**src/rtl/time_pkg.sv**
```systemverilog
// time_pkg: field limits, widths and load range checking shared by the time counter.
package time_pkg;
    localparam int SEC_MAX  = 59;
    localparam int MIN_MAX  = 59;
    localparam int HOUR_MAX = 23;
    localparam int TIME_W   = 8;

    function automatic logic in_range(input logic [TIME_W-1:0] v, input int max);
        return v <= TIME_W'(max);
    endfunction
endpackage

```
**src/rtl/mod_counter.sv**
```systemverilog
// mod_counter: wrap-around counter 0..MAX with parallel load and a combinational carry-out.
module mod_counter #(
    parameter int MAX = 59,
    parameter int W   = 8
) (
    input  logic         clk,
    input  logic         reset,
    input  logic         inc,
    input  logic         load,
    input  logic [W-1:0] load_val,
    output logic [W-1:0] value,
    output logic         wrap
);
    logic [W-1:0] r_value;

    assign value = r_value;
    assign wrap  = inc && (r_value == W'(MAX));

    always_ff @(posedge clk or posedge reset) begin
        if (reset)
            r_value <= '0;
        else if (load)
            r_value <= load_val;
        else if (inc)
            r_value <= wrap ? '0 : r_value + W'(1);
    end
endmodule

```
**src/rtl/time_counter.sv**
```systemverilog
// time_counter: 24-hour h:m:s timekeeper with prescaler, validated parallel load and set buttons.
module time_counter
    import time_pkg::*;
#(
    parameter int CYCLES_PER_SEC = 100_000_000
) (
    input  logic              clk,
    input  logic              reset,
    input  logic              run,
    input  logic              load,
    input  logic [TIME_W-1:0] load_hours,
    input  logic [TIME_W-1:0] load_minutes,
    input  logic [TIME_W-1:0] load_seconds,
    input  logic              inc_hours,
    input  logic              inc_minutes,
    output logic [TIME_W-1:0] hours,
    output logic [TIME_W-1:0] minutes,
    output logic [TIME_W-1:0] seconds,
    output logic              sec_tick,
    output logic              load_err
);
    localparam int PW = $clog2(CYCLES_PER_SEC);

    logic [PW-1:0] r_presc;
    logic          r_sec_tick;
    logic          r_load_err;
    logic          w_load_ok;
    logic          w_load_take;
    logic          w_inc_any;
    logic          w_inc_h;
    logic          w_inc_m;
    logic          w_presc_end;
    logic          w_tick;
    logic          w_sec_wrap;
    logic          w_min_wrap;
    logic          w_hour_wrap;

    assign w_load_ok   = in_range(load_hours, HOUR_MAX) && in_range(load_minutes, MIN_MAX)
                         && in_range(load_seconds, SEC_MAX);
    assign w_load_take = load && w_load_ok;
    assign w_inc_h     = inc_hours && !load;
    assign w_inc_m     = inc_minutes && !load;
    assign w_inc_any   = w_inc_h || w_inc_m;
    assign w_presc_end = r_presc == PW'(CYCLES_PER_SEC - 1);
    // Any load (even rejected) or set button steals the tick; it is retried next cycle.
    assign w_tick      = run && w_presc_end && !load && !w_inc_any;

    mod_counter #(.MAX(SEC_MAX), .W(TIME_W)) u_sec (
        .clk(clk), .reset(reset), .inc(w_tick), .load(w_load_take),
        .load_val(load_seconds), .value(seconds), .wrap(w_sec_wrap)
    );

    mod_counter #(.MAX(MIN_MAX), .W(TIME_W)) u_min (
        .clk(clk), .reset(reset), .inc(w_inc_m || w_sec_wrap), .load(w_load_take),
        .load_val(load_minutes), .value(minutes), .wrap(w_min_wrap)
    );

    mod_counter #(.MAX(HOUR_MAX), .W(TIME_W)) u_hour (
        .clk(clk), .reset(reset), .inc(w_inc_h || (w_min_wrap && !w_inc_any)),
        .load(w_load_take), .load_val(load_hours), .value(hours), .wrap(w_hour_wrap)
    );

    always_ff @(posedge clk or posedge reset) begin
        if (reset) begin
            r_presc    <= '0;
            r_sec_tick <= 1'b0;
            r_load_err <= 1'b0;
        end else begin
            r_sec_tick <= w_tick;
            r_load_err <= load && !w_load_ok;
            if (w_load_take)
                r_presc <= '0;
            else if (!load && !w_inc_any && run)
                r_presc <= w_presc_end ? '0 : r_presc + PW'(1);
        end
    end

    assign sec_tick = r_sec_tick;
    assign load_err = r_load_err;
endmodule

```
**config.mk**
```make
export PLATFORM = sky130hd
export DESIGN_NAME = time_counter
export DESIGN_NICKNAME = d
export VERILOG_FILES = /design/src/rtl/time_pkg.sv /design/src/rtl/mod_counter.sv /design/src/rtl/time_counter.sv
export SDC_FILE = /design/constraint.sdc
export NUM_CORES = 1
export LEC_CHECK = 0
export ABC_AREA = 1
export CAP_MARGIN = 40
export CORE_ASPECT_RATIO = 1.75
export CORE_MARGIN = 4
export CORE_UTILIZATION = 45
export CTS_CLUSTER_SIZE = 12
export DETAILED_ROUTE_END_ITERATION = 10
export MAX_ROUTING_LAYER = met4
export PLACE_DENSITY_LB_ADDON = 0.1
export SETUP_SLACK_MARGIN = 0.15
export SYNTH_ARGS = -nofsm -noshare
export SYNTH_HDL_FRONTEND = slang
export SYNTH_SLANG_ARGS = --single-unit
```
**constraint.sdc**
```tcl
create_clock -name clk -period 2.9 [get_ports clk]
set_input_delay 0.435 -clock clk [delete_from_list [all_inputs] [get_ports clk]]
set_output_delay 0.435 -clock clk [all_outputs]
set_load 0.03 [all_outputs]
```
---- Word-level counts from Yosys, hierarchy flattened ----
Index checks and enable logic that the tools add are counted.
storage, ports and cells
  bits in registers ....................... 53
  latch bits .............................. 0
  bits in writable memories ............... 0
  ROM bits ................................ 0
  bits of input ports ..................... 30
  output and inout bits ................... 26
  logic and storage cells ................. 54
  memories ................................ 0
cells by class
  add/subtract/negate cells ............... 4
  $mul .................................... 0
  divide/modulo/power cells ............... 0
  $lt $le $gt $ge ......................... 3
  eq/ne operators ......................... 4
  shift operators ......................... 0
  muxes and demuxes ....................... 12
  bitwise operators ....................... 0
  reduce and logical (&&, ||, !) cells .... 25
operator list
  kind                   number
  $mux 27                3
  $mux 8                 9
  $add 27x1->27 const B  1
  $eq 27x27->1 const B   1
  $add 8x1->8 const B    3
  $eq 8x6->1 const B     2
  $le 8x6->1 const B     2
  $logic_and 1x1->1      15
  $eq 8x5->1 const B     1
  $le 8x5->1 const B     1
  $reduce_bool 2->1      4
  $logic_not 1->1        3
  $logic_or 1x1->1       3

---- Depth between registers and ports, before layout ----
Gate-level depths: netlist of the first run.
  depth after elaboration ................. 14
  mapped depth ............................ 13
  gate-level depth less buffers ........... 12

---- By module ----
A second synthesis of the first run with hierarchy kept.
second synthesis, totals
  cell total of the unflattened synthesis .. 563
  area, all modules ....................... 3842.4 µm²
modules (own cells, without submodules)
  module                   times used  cells each  area each (µm²)  sequential area each (µm²)
  time_counter             1           336         2177.1           725.7
  mod_counter (u_min ...)  2           76          561.8            200.2
  mod_counter (u_hour)     1           75          541.8            200.2

---- Least setup slack after synthesis of the first run ----
No wires, ideal clock.
  path kind ............................... reg-to-reg
  start point ............................. reg u_min.r_value[0] (netlist: u_min.value[0])
  end point ............................... reg u_hour.r_value[5] (netlist: u_hour.value[5])
  arrival ................................. 1.625 ns
  data required time ...................... 2.781 ns
  path slack .............................. 1.156 ns
  cell stages (with the launch flop) ...... 9
  path buffers ............................ 0
  path through ............................ dfrtp_1 > ha_1 > nand2_1 > nor3_1 > nand4_4 > nand3_2 > inv_2 > nand2_1 > nand2_1
on the way
  cells in the longest elaborated chain, start to end .. 8
RTL lines
  item                    line                source
  from (decl)             mod_counter.sv:14   logic [W-1:0] r_value;
  from (signal assigned)  mod_counter.sv:23   r_value <= load_val;
  from (signal assigned)  mod_counter.sv:25   r_value <= wrap ? '0 : r_value + W'(1);
  $eq 8x6->1 (*)          mod_counter.sv:17   assign wrap = inc && (r_value == W'(MAX));
  $logic_and 1x1->1 (*)   mod_counter.sv:17
  $logic_and 1x1->1 (*)   time_counter.sv:59  .clk(clk), .reset(reset), .inc(w_inc_h || (w_min_wrap && !w_inc_any)),
  $logic_or 1x1->1 (*)    time_counter.sv:59
  $logic_and 1x1->1       mod_counter.sv:17
  $mux 8                  mod_counter.sv:25
  $mux 8                  mod_counter.sv:24   else if (inc)
  $mux 8                  mod_counter.sv:22   else if (load)
  to (signal assigned)    mod_counter.sv:23
  to (signal assigned)    mod_counter.sv:25
  to (decl)               mod_counter.sv:14
Mark *: on every way between the ends. The rest lies on a longest branch, timed or not. The select of a mux whose other input is x is not followed.
A chain may end at the register's enable or synchronous reset.

---- Worst setup path in the final report of the first run ----
  start point ............................. reg r_presc[0]
  end point ............................... reg u_sec.r_value[0] (netlist: u_sec.value[0])
on the way
  cells in the longest elaborated chain, start to end .. 8
RTL lines
  item                                 line                source
  from (decl)                          time_counter.sv:24  logic [PW-1:0] r_presc;
  from (signal assigned)               time_counter.sv:74  r_presc <= w_presc_end ? '0 : r_presc + PW'(1);
  $eq 27x27->1 (*)                     time_counter.sv:44  assign w_presc_end = r_presc == PW'(CYCLES_PER_SEC - 1);
  $logic_and 1x1->1 (*) (3 in series)  time_counter.sv:46  assign w_tick = run && w_presc_end && !load && !w_inc_any;
  net u_sec.inc                        mod_counter.sv:8    input logic inc,
  $logic_and 1x1->1                    mod_counter.sv:17
  $mux 8                               mod_counter.sv:25
  $mux 8                               mod_counter.sv:24
  $mux 8                               mod_counter.sv:22
  to (signal assigned)                 mod_counter.sv:23
  to (signal assigned)                 mod_counter.sv:25
  to (decl)                            mod_counter.sv:14
Mark *: on every way through the listed nets, which the timed path passes. The rest lies on a longest branch. The select of a mux whose other input is x is not followed.

==> results.md, run 1 <==
- Max-slew headroom: 0.597
- Clk root buf: clkbuf_16
- Core box area: 7960 µm²
- CTS tree: yes
- First DRT Iteration DRCs: 212
- HPWL after DPL: 8560 µm
- Initial antenna violation count: 0
- Cts bufs inserted: 5
- Worst hold-check path type: primary input to asynchronous set/reset pin
- Iteration count of the initial detailed-routing pass: 5
- Cell Area, Synth: 3670 µm²
- Post-synth EDFFs: 0
- Post-CTS sizing: 0
- Clk_skew: 3.73 ps
- Logic pwr share: 0.363
- Worst vdd ir: 0.483 mV
- Total GRT Usage: 0.234
- Internal: 1.60 mW
- Synth Register Bits: 53
- Area contributors post-synth: dfrtp_1 36%, nand2_1 15%, nor2_1 7.2%
- NetSw: 1.02 mW
- # placed instances: 673
- Pleak: 2.10 nW
- Cells after Synth: 534
- PD cells: 591 nW/µm²
- CP delay by family, top: simple AND/OR/NAND/NOR gates
- Post-route clock period utilization: 0.762
- Clk Latency, worst-skew pair: 290 ps
- Setup CP Type: flip-flop to flip-flop
- Largest area contributor in the netlist: dfrtp_1
- DR vias/cell: 5.38
- Clock-pin slew on the worst setup and hold paths: 70 ps
- Worst-Margin Slew: 604 ps
- Setup TNS: 0 ps
- Die width: 76.3 µm
- Max Slew Vio Count: 0
- Vias: 3,667
- Final nets: 624
- Cell Chain, Critical Path: ha_1, nand3_2, nor2_4, nand2_4, nor2_8, inv_2, nand2_2, buf_4, nand3_1, o211ai_1
- Netlist cell types: 39
- # hold bufs at CTS: 0
- Status: finished clean
- Buf/Inv on CP: 2
- Post-layout minimum cycle time: 2210 ps
- RSZ-0062 raised after global routing: false
- Yosys top cell area share: 0.361
- GRT Residual Overflow: 0
- CP Launch Type: flip-flop
- Switching Fraction: 0.388
- I/O Pins: 56
- CP max-delay cell: dfrtp_1
- Non-Filler Instances: 681
- Die Span Y: 128 µm
- Full die area: 9730 µm²
- Final hold viol count: 0
- Critical path fanouts, max: 12
- Max Cap Violations: 0
- Post-synthesis async set-or-reset flop share: 1.00
- Vias in the first global route: 3,743
- Avg Inst Size Synth: 6.88 µm²
- Maximum clock path buffer count: 2
- DRC Markers: 0
- Final setup vio count: 0
- Slowest stage delay, CP: 450 ps
- Starting Density: 0.461
- Total setup buffers inserted after CTS: 0
- Clock sink count: 53
- Rows: 43
- Multi-input gate area: 1990 µm²
- Area delta synth->final: 20.7%
- YS warnings: 0
- F_max: 452 MHz
- Data required, critical path: 3110 ps
- Gpl congestion: 1.01
- Largest net degree at the start of global routing: 29
- Share of layout cells above drive strength 1: 0.0745
- Mapped Nets: 568
- Seq/Total Area, Yosys: 0.361
- Sequential power share: 0.412
- Register area: 1330 µm²
- Nature of the critical path endpoint: flip-flop
- H-tree depth: 2
- I/O Buffers: 55
- Clock network power share: 0.225
- Critical Path AT: 2420 ps
- Top-count cell post-synth: nand2_1
- Post-Route WL: 10,700 µm
- Post-route ant nets: 0
- Average wire per standard cell: 15.8 µm
- Filler cell count: 780
- N_diodes: 0
- Global-route wire length before repair: 17,600 µm
- Synth cell count leaders: 145 x nand2_1, 70 x nor2_1, 57 x inv_1, 53 x dfrtp_1, 50 x nand3_1
- Main flop type after synthesis: dfrtp_1
metal layers:
layer	global-route usage	routed length, µm	vias to the layer above
li1	-	-	1833
met1	0.215	3880	1705
met5	-	0	-
met2	0.456	6020	95
met3	0.0346	348	34
met4	0.123	478	0
final timing paths:
kind	endpoint	depth (start not counted)	slack [ps]	from
worst max register to register	u_sec.value[0]	10	690	r_presc[0]
max in group asynchronous	r_presc[0]	3	1730	reset
worst min register to register	u_sec.value[5]	2	550	u_sec.value[5]
worst min-delay path	u_min.value[4]	2	530	reset
worst max-delay path	u_sec.value[0]	10	690	r_presc[0]
min in group clk	u_sec.value[5]	2	550	u_sec.value[5]
power by group through the flow:
| stage | clock [mW] | sequential (mW) | combinational (mW) |
|---|---|---|---|
| after floorplan | 0 | 1.22 | 0.445 |
| after global placement | 0 | 1.09 | 0.950 |
| after detailed placement | 0 | 1.09 | 0.961 |
| after CTS | 0.607 | 1.08 | 0.964 |
| after global routing | 0.647 | 1.11 | 1.06 |
| final | 0.590 | 1.08 | 0.952 |
layout by cell type, fill, tap and decap left out, types with 5 or more instances in the layout:
master,Yosys,routed
a21oi_1,15,15
buf_4,5,8
clkbuf_16,0,5
clkdlybuf4s50_1,0,55
dfrtp_1,53,53
inv_1,57,56
inv_2,9,10
nand2_1,145,145
nand2_2,5,5
nand3_1,50,50
nand3_2,5,5
nand3b_1,5,5
nand4_1,21,21
nor2_1,70,70
nor3_1,16,16
o21ai_0,19,19
xor2_1,16,16
kinds of logic (layout without fill, tap and decap cells):
kind of cell,count (synthesis),after routing,share of synthesized area
adders and majority gates,4,4,0.0136
buffers and inverters,81,138,0.0961
DFF,53,53,0.361
xor gates and xnor gates,20,20,0.0477
AOI/OAI and AO/OA,45,45,0.0661
and+or+nand+nor,331,331,0.415
stage by stage:
step / util / cell area [µm²] / setup slack, ps / total power, mW / hold WS [ps]
2_1_floorplan: - / 3670 / 1160 / 1.66 / 497
3_3_place_gp: 0.539 / 4300 / 502 / 2.04 / 522
3_5_place_dp: 0.539 / 4300 / 491 / 2.05 / 535
4_1_cts: 0.557 / 4430 / 683 / 2.65 / 550
5_1_grt: 0.557 / 4430 / 498 / 2.81 / 573
6_report: 0.557 / 4430 / 689 / 2.62 / 532
sequential cells by signal, summed over array words and instances, names as in the netlist:
register and cells:
u_sec.value 8, u_hour.value 8, sec_tick 1, load_err 1, u_min.value 8, r_presc 27
final cells by class:
class                      instances  share of cell area
clock buffer                       6              0.0291
clock inverter                     2             0.00226
timing repair buffer              63               0.138
multi-input combinational        400               0.449
sequential                        53               0.299
tap                               90              0.0254
inverter                          67              0.0570
Note: power is estimated with default switching activity, not from simulation.
==> inputs of run 2 (changes only) <==
==> constraint.sdc (replaced) <==
create_clock -name clk -period 1.8 [get_ports clk]
set_input_delay 0.27 -clock clk [delete_from_list [all_inputs] [get_ports clk]]
set_output_delay 0.27 -clock clk [all_outputs]
set_load 0.03 [all_outputs]
==> results.md, run 2 (synthesis results as in run 1) <==
- Status: finished clean
- Clock sink count: 53 (unchanged)
- Post-route ant nets: 0 (unchanged)
- Largest register by flop count: r_presc
- Max Cap Violations: 0 (unchanged)
- I/O Pins: 56 (unchanged)
- Die Span Y: 128 µm (unchanged)
- HPWL after DPL: 8770 µm (+2.5%)
- Layout Cell Area excl Fill: 5280 µm² (+19%)
- Most common cell after layout, fill and taps aside: nand2_1
- Critical Path AT: 1850 ps (-570 ps)
- Vias in the first global route: 4,038 (+7.9%)
- Setup CP Type: flip-flop to flip-flop
- Max reg flops: 27 (unchanged)
- Largest net degree at the start of global routing: 22 (-24%)
- Reg2reg end: u_min.value[0]
- Final nets: 679 (+8.8%)
- Die width: 76.3 µm (unchanged)
- Critical path fanouts, max: 5 (-7)
- Average wire per standard cell: 15.9 µm (+0.76%)
- Clk_skew: 10.2 ps (+6.51 ps)
- Worst-Margin Slew: 400 ps (-203 ps)
- Full die area: 9730 µm² (unchanged)
- Nature of the critical path endpoint: flip-flop
- Total GRT Usage: 0.249 (+0.0155)
- First DRT Iteration DRCs: 201 (-5.2%)
- Max-slew headroom: 0.733 (+0.136)
- Initial antenna violation count: 0 (unchanged)
- Iteration count of the initial detailed-routing pass: 5 (unchanged)
- CP Launch Type: flip-flop
- Data required, critical path: 1980 ps (-1130 ps)
- Total Power: 4.45 mW (+70%)
- Core box area: 7960 µm² (unchanged)
- Global-route wire length before repair: 18,800 µm (+7.3%)
- Filler cell count: 698 (-11%)
- Post-route clock period utilization: 0.928 (+0.165)
- Starting Density: 0.461 (unchanged)
- # hold bufs at CTS: 0 (unchanged)
- Rows: 43 (unchanged)
- Final hold viol count: 0 (unchanged)
- Worst reg2reg path startpoint: r_presc[0]
- DRC Markers: 0 (unchanged)
- Slowest stage delay, CP: 440 ps (about the same)
- Most frequent cells in the layout: 127 x nand2_1, 53 x buf_4, 51 x inv_1, 51 x nor2_1, 46 x nand3_1
- Vias: 4,015 (+9.5%)
- Worst vdd ir: 0.599 mV (+24%)
- R2R cell count: 10 (unchanged)
- Worst hold-check path type: primary input to asynchronous set/reset pin
- I/O Buffers: 55 (unchanged)
- Post-layout minimum cycle time: 1670 ps (-541 ps)
- Share of layout cells above drive strength 1: 0.268 (+0.193)
- PD cells: 844 nW/µm² (+43%)
- Clk root buf: clkbuf_16
- Post-Route WL: 11,700 µm (+8.9%)
- GRT Residual Overflow: 0 (unchanged)
- CP max-delay cell: dfrtp_1
- H-tree depth: 2 (unchanged)
- Placed cell area: 4670 µm² (+8.6%)
- CTS tree: yes
- DR vias/cell: 5.46 (+1.3%)
- F_max: 599 MHz (+32%)
- Pleak: 2.51 nW (+20%)
- N_diodes: 0 (unchanged)
- Cell Chain, Critical Path: ha_4, nand3_4, inv_4, nand2_8, nor2_4, nand3_4, nand2_4, nand2_4, a21oi_2, nor2_1
- Clk Latency, worst-skew pair: 300 ps (about the same)
- Clock-pin slew on the worst setup and hold paths: 70 ps (about the same)
- Maximum clock path buffer count: 2 (unchanged)
- Cts bufs inserted: 5 (unchanged)
- R2r setup slk: 130 ps (-560 ps)
- Max Slew Vio Count: 0 (unchanged)
- Gpl congestion: 1.06 (+4.7%)
- RSZ-0062 raised after global routing: true
- Final setup vio count: 0 (unchanged)
- Area delta synth->final: 43.6%
==> run 2: cell types whose count changed in the layout (fill, tap and decap cells not counted), sizes merged, moves of 2 or more <==
cell / before / now
buf: 8 / 62
clkdlybuf4s50: 55 / 29
clkinv: 3 / 1
clkinvlp: 0 / 2
dlygate4sd2: 0 / 22
dlymetal6s2s: 0 / 4
==> run 2: worst max path at each step <==
stage	startpoint	to
after floorplan	r_presc[0]	u_hour.value[5]
after global placement	run	u_hour.value[5]
after detailed placement	run	u_hour.value[7]
after CTS	u_sec.value[0]	seconds[0]
after global routing	r_presc[0]	u_min.value[0]
final	r_presc[0]	u_min.value[0]
==> run 2: where the power goes <==
part	switching [mW]	total (mW)	internal (mW)
clock network	0.458	1.01	0.556
registers	0.339	1.76	1.42
logic	0.985	1.68	0.697
total	1.78	4.45	2.67
==> run 2: critical path, delay by kind of cell (launching register included) <==
kind,cells,cell delay [ps]
AND/OR/NAND/NOR,7,710
flip-flops,1,440
adder cells (fa/ha/maj),1,180
AO/OA/AOI/OAI,1,120
buffers and inverters,1,110
==> run 2: metrics by stage <==
step           setup TNS (ps)  setup WS [ps]  cells  hold WS (ps)   util
2_1_floorplan               0            161    534           331      -
6_report                    0            130    736           304  0.662
3_3_place_gp            -5690           -160    712           524  0.586
4_1_cts                     0            128    733           316  0.631
3_5_place_dp            -7600           -223    712           540  0.586
5_1_grt                     0           43.1    736           331  0.662
==> run 2: timing repair <==
| action | CTS | global route |
|---|---|---|
| setup endpoints to repair | 59 | 53 |
| endpoints found under the hold margin | 0 | 0 |
| gates cloned | 1 | 0 |
| gates resized for setup | 56 | 76 |
| buffers inserted | 12 | 3 |
| pin swaps | 17 | 21 |
==> run 2: layout make-up <==
class	count	area (µm²)	share of cell area
Multi-Input combinational cell	401	2320	0.440
Tap cell	90	113	0.0213
Clock inverter	1	7.51	0.00142
Clock buffer	7	143	0.0270
Sequential cell	53	1340	0.254
Timing Repair Buffer	117	1080	0.205
Inverter	67	272	0.0515
==> run 2: routing by layer <==
metal / part of all wire / vias to the layer above / track usage
li1: - / 1949 / -
met2: 0.55 / 124 / 0.468
met5: 0 / - / -
met4: 0.067 / 0 / 0.150
met1: 0.35 / 1885 / 0.242
met3: 0.036 / 57 / 0.0282
